**config.mk**
```make
export PLATFORM = sky130hd
export DESIGN_NAME = buffer_mem_arbiter_flat
export DESIGN_NICKNAME = d
export VERILOG_FILES = /design/src/rtl/buffer_mem_arbiter_if.sv /design/src/rtl/buffer_mem_arbiter.sv /design/src/flat_wrapper.sv
export SDC_FILE = /design/constraint.sdc
export NUM_CORES = 1
export LEC_CHECK = 0
export BUFFER_PORTS_ARGS = -buffer_cell sky130_fd_sc_hd__buf_4
export CAP_MARGIN = 20
export CORE_MARGIN = 3
export CORE_UTILIZATION = 48
export CTS_CLUSTER_DIAMETER = 120
export DETAILED_ROUTE_END_ITERATION = 10
export PLACE_DENSITY = 0.86
export SETUP_SLACK_MARGIN = 0.15
export SLEW_MARGIN = 40
export SYNTH_ARGS = -nofsm -noshare
export SYNTH_HDL_FRONTEND = slang
export SYNTH_SLANG_ARGS = --single-unit
export TNS_END_PERCENT = 30
```
**constraint.sdc**
```tcl
create_clock -name clk_i -period 5 [get_ports clk_i]
set_input_delay 0.75 -clock clk_i [delete_from_list [all_inputs] [get_ports clk_i]]
set_output_delay 0.75 -clock clk_i [all_outputs]
set_load 0.03 [all_outputs]
```
**src/rtl/buffer_mem_arbiter_if.sv**
```systemverilog
// buffer_mem_arbiter_if: per-channel request/response bus between the requestors and the buffer arbiter.
interface buffer_mem_arbiter_if #(
  parameter int N_CH   = 3,
  parameter int ADDR_W = 9,
  parameter int DW     = 32
) ();
  logic [N_CH-1:0]        req_valid_i;
  logic [N_CH-1:0]        req_ready_o;
  logic [N_CH-1:0]        req_wen_i;
  logic [N_CH*ADDR_W-1:0] req_addr_i;
  logic [N_CH*DW-1:0]     req_data_i;
  logic [N_CH-1:0]        rsp_valid_o;
  logic [DW-1:0]          rsp_data_o;
  logic                   rsp_err_o;
  modport master (
    output req_valid_i, req_wen_i, req_addr_i, req_data_i,
    input  req_ready_o, rsp_valid_o, rsp_data_o, rsp_err_o
  );
  modport slave (
    input  req_valid_i, req_wen_i, req_addr_i, req_data_i,
    output req_ready_o, rsp_valid_o, rsp_data_o, rsp_err_o
  );
endinterface

```
**src/rtl/buffer_mem_arbiter.sv**
```systemverilog
// buffer_mem_arbiter: N_CH-requestor arbiter in front of one single-port buffer SRAM with latency-matched read routing.
module buffer_mem_arbiter #(
  parameter int WIDTH   = 8,
  parameter int LANES   = 4,
  parameter int SIZE    = 512,
  parameter int N_CH    = 3,
  parameter int MEM_LAT = 1,
  localparam int DW     = WIDTH * LANES,
  localparam int ADDR_W = $clog2(SIZE),
  localparam int CW     = $clog2(N_CH)
) (
  input  logic              clk_i,
  input  logic              rst_i,
  input  logic [1:0]        mode_i,
  input  logic [CW-1:0]     lock_ch_i,
  buffer_mem_arbiter_if.slave bus,
  output logic              mem_cenb_o,
  output logic              mem_wenb_o,
  output logic [ADDR_W-1:0] mem_addr_o,
  output logic [DW-1:0]     mem_d_o,
  input  logic [DW-1:0]     mem_q_i,
  output logic              err_o,
  output logic [15:0]       stall_cnt_o
);
  logic [CW-1:0]     cand [N_CH];
  logic [ADDR_W-1:0] addr_a [N_CH];
  logic [DW-1:0]     data_a [N_CH];
  logic              gnt_v, hit, oor, acc, wr;
  logic [CW-1:0]     gnt_ch, rr_q, rr_d;
  logic              cenb_q, wenb_q, err_q;
  logic [ADDR_W-1:0] addr_q;
  logic [DW-1:0]     d_q;
  logic [15:0]       stall_q;
  logic [MEM_LAT:0]  pv_q, pe_q;
  logic [CW-1:0]     pc_q [MEM_LAT+1];
  // cand[i] is the i-th channel in priority order for the current mode
  for (genvar g = 0; g < N_CH; g++) begin : g_ch
    assign cand[g]   = mode_i == 2'd1 ? CW'((int'(rr_q) + g) % N_CH) : CW'(g);
    assign addr_a[g] = bus.req_addr_i[g*ADDR_W +: ADDR_W];
    assign data_a[g] = bus.req_data_i[g*DW +: DW];
  end
  always_comb begin
    gnt_v  = 1'b0;
    gnt_ch = '0;
    if (mode_i == 2'd2) begin
      gnt_v  = int'(lock_ch_i) < N_CH && bus.req_valid_i[lock_ch_i];
      gnt_ch = lock_ch_i;
    end else
      for (int i = N_CH - 1; i >= 0; i--)
        if (bus.req_valid_i[cand[i]]) begin
          gnt_v  = 1'b1;
          gnt_ch = cand[i];
        end
  end
  assign hit = gnt_v & ~rst_i;
  assign oor = {1'b0, addr_a[gnt_ch]} >= (ADDR_W+1)'(SIZE);
  assign acc = hit & ~oor;
  assign wr  = bus.req_wen_i[gnt_ch];
  assign rr_d = gnt_ch == CW'(N_CH - 1) ? '0 : gnt_ch + CW'(1);
  assign bus.req_ready_o = hit ? N_CH'(1) << gnt_ch : '0;
  always_ff @(posedge clk_i)
    if (rst_i) begin
      cenb_q  <= 1'b1;
      wenb_q  <= 1'b1;
      addr_q  <= '0;
      d_q     <= '0;
      err_q   <= 1'b0;
      stall_q <= '0;
      rr_q    <= '0;
      pv_q    <= '0;
      pe_q    <= '0;
      for (int k = 0; k <= MEM_LAT; k++) pc_q[k] <= '0;
    end else begin
      cenb_q <= ~acc;
      wenb_q <= ~(acc & wr);
      if (acc) addr_q <= addr_a[gnt_ch];
      if (acc & wr) d_q <= data_a[gnt_ch];
      err_q <= err_q | (hit & oor);
      if (|(bus.req_valid_i & ~bus.req_ready_o) && ~&stall_q) stall_q <= stall_q + 16'd1;
      if (hit && mode_i == 2'd1) rr_q <= rr_d;
      pv_q    <= {pv_q[MEM_LAT-1:0], hit & ~wr};
      pe_q    <= {pe_q[MEM_LAT-1:0], oor};
      pc_q[0] <= gnt_ch;
      for (int k = 1; k <= MEM_LAT; k++) pc_q[k] <= pc_q[k-1];
    end
  assign mem_cenb_o  = cenb_q;
  assign mem_wenb_o  = wenb_q;
  assign mem_addr_o  = addr_q;
  assign mem_d_o     = d_q;
  assign err_o       = err_q;
  assign stall_cnt_o = stall_q;
  // out-of-range reads never touched the SRAM, so their data is forced to zero
  assign bus.rsp_valid_o = pv_q[MEM_LAT] ? N_CH'(1) << pc_q[MEM_LAT] : '0;
  assign bus.rsp_err_o   = pv_q[MEM_LAT] & pe_q[MEM_LAT];
  assign bus.rsp_data_o  = pv_q[MEM_LAT] & ~pe_q[MEM_LAT] ? mem_q_i : '0;
endmodule

```
**src/flat_wrapper.sv**
```systemverilog
// flat-port wrapper written by rule: the top's interface ports become plain ports
module buffer_mem_arbiter_flat 
#(
  parameter int WIDTH   = 8,
  parameter int LANES   = 4,
  parameter int SIZE    = 512,
  parameter int N_CH    = 3,
  parameter int MEM_LAT = 1,
  localparam int DW     = WIDTH * LANES,
  localparam int ADDR_W = $clog2(SIZE),
  localparam int CW     = $clog2(N_CH)
)
  (clk_i, rst_i, mode_i, lock_ch_i, mem_cenb_o, mem_wenb_o, mem_addr_o, mem_d_o, mem_q_i, err_o, stall_cnt_o, bus_req_valid_i, bus_req_wen_i, bus_req_addr_i, bus_req_data_i, bus_req_ready_o, bus_rsp_valid_o, bus_rsp_data_o, bus_rsp_err_o);
  buffer_mem_arbiter_if #(.N_CH(N_CH), .ADDR_W(9), .DW(32)) bus_i ();
  input  logic clk_i;
  input  logic rst_i;
  input  logic [1:0] mode_i;
  input  logic [CW-1:0] lock_ch_i;
  output logic mem_cenb_o;
  output logic mem_wenb_o;
  output logic [ADDR_W-1:0] mem_addr_o;
  output logic [DW-1:0] mem_d_o;
  input  logic [DW-1:0] mem_q_i;
  output logic err_o;
  output logic [15:0] stall_cnt_o;
  input wire logic [$bits(bus_i.req_valid_i)-1:0] bus_req_valid_i;
  input wire logic [$bits(bus_i.req_wen_i)-1:0] bus_req_wen_i;
  input wire logic [$bits(bus_i.req_addr_i)-1:0] bus_req_addr_i;
  input wire logic [$bits(bus_i.req_data_i)-1:0] bus_req_data_i;
  output wire logic [$bits(bus_i.req_ready_o)-1:0] bus_req_ready_o;
  output wire logic [$bits(bus_i.rsp_valid_o)-1:0] bus_rsp_valid_o;
  output wire logic [$bits(bus_i.rsp_data_o)-1:0] bus_rsp_data_o;
  output wire logic [$bits(bus_i.rsp_err_o)-1:0] bus_rsp_err_o;
  assign bus_i.req_valid_i = bus_req_valid_i;
  assign bus_i.req_wen_i = bus_req_wen_i;
  assign bus_i.req_addr_i = bus_req_addr_i;
  assign bus_i.req_data_i = bus_req_data_i;
  assign bus_req_ready_o = bus_i.req_ready_o;
  assign bus_rsp_valid_o = bus_i.rsp_valid_o;
  assign bus_rsp_data_o = bus_i.rsp_data_o;
  assign bus_rsp_err_o = bus_i.rsp_err_o;
  buffer_mem_arbiter #(.WIDTH(WIDTH), .LANES(LANES), .SIZE(SIZE), .N_CH(N_CH), .MEM_LAT(MEM_LAT)) u_core (.clk_i(clk_i), .rst_i(rst_i), .mode_i(mode_i), .lock_ch_i(lock_ch_i), .bus(bus_i), .mem_cenb_o(mem_cenb_o), .mem_wenb_o(mem_wenb_o), .mem_addr_o(mem_addr_o), .mem_d_o(mem_d_o), .mem_q_i(mem_q_i), .err_o(err_o), .stall_cnt_o(stall_cnt_o));
endmodule
```
==> implementation parameters <==
Parameter                              Value

Synthesis
  Number of unique standard cell types used by synthesis    73
  Post-synthesis average cell area    8.63 µm²
  Mapped cell area    4630 µm²
  Count of mapped cells out of synthesis    536
  Synth Flop Type    sky130_fd_sc_hd__dfxtp_1
  Yosys synthesis warning count    0
  Number of enable flip-flop cells after synthesis    0
  Post-synthesis sequential element count    67
  Synth async-reset ratio    0%
  Register area share after synthesis    29.0%

Floorplanning
  Placeable core area    9280 µm²
  Number of ports placed on the die boundary    266
  Vertical extent of the die    104 µm
  Starting density of the core    49.9%
  Floorplan die width    104 µm
  Std-Cell Rows    35
  Total Die Area    10900 µm²

Setup path
  Crit. End Element    output port
  Critical Path Source Type    register
  Arr. time, crit path    2840 ps
  Reg-to-Reg End    u_core.mem_d_o[8]
  Worst Path Required    4250 ps
  R2R cell count    10
  Worst setup path category    register to output port
  Minimum setup slack among reg-to-reg paths    1670 ps
  Largest fanout on the critical path    30
  Launch point of the worst reg-to-reg path    u_core.rr_q[1]

STA
  Max Slew Vio Count    0
  Achievable frequency    279 MHz
  Fin Clk Skew    14.0 ps
  Final number of hold-violating endpoints    0
  Setup repair after global routing missed its margin    false
  Count of final setup violators    0
  Final total negative setup slack    0 ps
  Worst hold slack across all endpoints    442 ps
  Post-layout min period    3590 ps
  Slew at the pin closest to its max-slew limit    713 ps
  Final clock period utilization by the worst path    71.7%
  Setup slack of the critical path after layout    1410 ps
  Remaining max-slew budget at the tightest pin    52.4%

Final layout
  Final Non-Filler Cells    905
  Fraction of layout cells with a size suffix above 1    44.6%
  Total of fill cells in the finished design    745
  Area growth, synth to finish    45.4%
  Antenna Cells    0
  Total number of nets in the final design    942

GRT
  Antenna violations before repair    0
  Pin count of the biggest net entering global routing    54
  Global-route usage over all layers    28.1%
  Wire length of the first global-routing pass    25000 µm
  Via count of the first global-routing pass    4817
  Total global routing overflow    0

Clock network
  Number of gates resized after CTS    0
  Num CTS Buffers    9
  H-tree depth reported by CTS    3
  CTS Hold Bufs    0
  Clk pin slew, worst setup/hold paths    80 ps
  Buffer levels on the longest clock path    2
  Clock net sink count    67
  Buffer count from post-CTS setup fixing    0
  Clock latency at the later pin of the worst-skew pair    350 ps
  Clock tree from TritonCTS    built
  CTS root buffer    sky130_fd_sc_hd__clkbuf_8

Power
  Pleak    3.18 nW
  Power density over the cells    260 nW/µm²
  Maximum vdd drop    0.000176 V

Detailed routing
  Per-cell routed wire length    17.7 µm
  Number of vias after detailed routing    4965
  Via density    5.49
  Drc violations    0
  Detailed-routing iteration count for the pre-antenna-repair pass    5
  Total Wirelength    16000 µm
  Post-DRT Antenna Nets    0
  DRC marker count from the first detailed-route iteration    311

Min path
  Cell count of the worst hold path    1
  Classification of the worst-slack hold path    register to register
  Startpoint of the lowest-slack hold path    u_core.pc_q[0][1]
  Endpoint of the worst hold-timing path    u_core.pc_q[0][3]

Job
  Max-capacitance violation count    0

Run status
  Run status    finished clean

Place
  Number of I/O port buffers    263
  HPWL after detailed placement    12200 µm
  GP Congestion    0.842
  Cell Count Post-Placement    889
  Dpl ws    1340 ps
cell type report:
class / instances / area (µm²) / area share [%]
Clock buffer: 9 / 124 / 1.84
Clock inverter: 7 / 85.1 / 1.26
Inverter: 9 / 33.8 / 0.502
Multi-Input combinational cell: 416 / 2970 / 44.2
Sequential cell: 67 / 1340 / 19.9
Tap cell: 129 / 161 / 2.40
Timing Repair Buffer: 268 / 2010 / 29.9
power breakdown:
part	internal (mW)	switching [mW]	leakage, nW
sequential	0.584	0.0359	0.548
combinational	0.285	0.355	2.54
clock	0.240	0.248	0.0999
total	1.11	0.639	3.18
sequential cells by signal, summed over array words and instances, names as in the netlist:
register / count
u_core.pv_q: 2
u_core.stall_cnt_o: 16
u_core.mem_d_o: 32
u_core.pc_q: 4
u_core.mem_wenb_o: 1
u_core.mem_cenb_o: 1
u_core.mem_addr_o: 9
u_core.rr_q: 2
cells in the mapped netlist (5+ instances only):
cell,instances,area share [%]
sky130_fd_sc_hd__nor3_1,13,1.4
sky130_fd_sc_hd__buf_2,13,1.4
sky130_fd_sc_hd__a31oi_1,7,0.95
sky130_fd_sc_hd__dfxtp_1,67,29
sky130_fd_sc_hd__buf_6,12,2.9
sky130_fd_sc_hd__nor2b_1,12,1.6
sky130_fd_sc_hd__and3_1,8,1.1
sky130_fd_sc_hd__inv_1,7,0.57
sky130_fd_sc_hd__mux2i_1,42,9.1
sky130_fd_sc_hd__and2_1,34,4.6
sky130_fd_sc_hd__nand2_1,64,5.2
sky130_fd_sc_hd__buf_4,5,0.81
sky130_fd_sc_hd__a22oi_1,33,5.4
sky130_fd_sc_hd__a211o_1,9,1.7
sky130_fd_sc_hd__o21ai_0,8,0.87
sky130_fd_sc_hd__nand3_1,17,1.8
sky130_fd_sc_hd__clkbuf_1,14,1.1
sky130_fd_sc_hd__o41ai_1,6,1.1
sky130_fd_sc_hd__mux2_2,34,8.3
sky130_fd_sc_hd__a21oi_1,14,1.5
sky130_fd_sc_hd__nor2_1,30,2.4
per-stage QoR:
| step | utilization (%) | area (µm²) | power, mW |
|---|---|---|---|
| 4_1_cts | 72.5 | 6730 | 1.75 |
| 5_1_grt | 72.5 | 6730 | 1.82 |
| 3_5_place_dp | 70.2 | 6520 | 1.27 |
| 6_report | 72.5 | 6730 | 1.75 |
| 2_1_floorplan | - | 4630 | 1.03 |
| 3_3_place_gp | 70.2 | 6520 | 1.25 |
cell families after synthesis:
| kind of cell | after synthesis | share of synthesized area [%] |
|---|---|---|
| adder cells (fa/ha/maj) | 4 | 1.08 |
| AO/OA/AOI/OAI | 122 | 20.8 |
| buffers and inverters | 54 | 7.08 |
| AND/OR/NAND/NOR | 209 | 23.9 |
| other | 1 | 0.0810 |
| flip-flops | 67 | 29.0 |
| multiplexers | 79 | 18.1 |
cell usage in the layout, fill, tap and decap left out, drive strengths merged, types with 8 or more instances in the layout:
cell type / instances
a211o: 9
o21ai: 14
dfxtp: 67
clkbuf: 9
mux2i: 42
o41ai: 8
buf: 268
nor3: 13
nand3: 17
inv: 12
nand2: 64
mux2: 37
and2: 34
a22oi: 33
a21oi: 19
nor2b: 12
nor2: 31
and3: 9
worst max-delay path, stage by stage, from the launching register on:
cell	delay [ps]
sky130_fd_sc_hd__dfxtp_1	340
sky130_fd_sc_hd__inv_1	60
sky130_fd_sc_hd__ha_1	340
sky130_fd_sc_hd__nand4bb_1	200
sky130_fd_sc_hd__a21oi_1	90
sky130_fd_sc_hd__a2111oi_2	500
sky130_fd_sc_hd__a21oi_4	170
sky130_fd_sc_hd__inv_2	430
sky130_fd_sc_hd__nor3_1	160
sky130_fd_sc_hd__buf_4	200
worst max path at each step:
stage | start | end | slack (ps)
5_1_grt | u_core.rr_q[1] | bus_req_ready_o[1] | 1210
6_report | u_core.rr_q[1] | bus_req_ready_o[1] | 1410
2_1_floorplan | mode_i[1] | bus_req_ready_o[0] | 1530
3_3_place_gp | mode_i[1] | u_core.mem_d_o[22] | 1470
3_5_place_dp | mode_i[1] | u_core.mem_d_o[2] | 1340
4_1_cts | u_core.rr_q[1] | bus_req_ready_o[1] | 1400
per-layer routing:
layer	wire length [µm]	track usage [%]	up-vias
met5	0	0	-
met4	484	10.9	0
met3	1080	6.21	40
met2	8290	50.4	204
met1	6170	32.3	2293
li1	-	-	2428
Power figures use the tool's default switching activity.
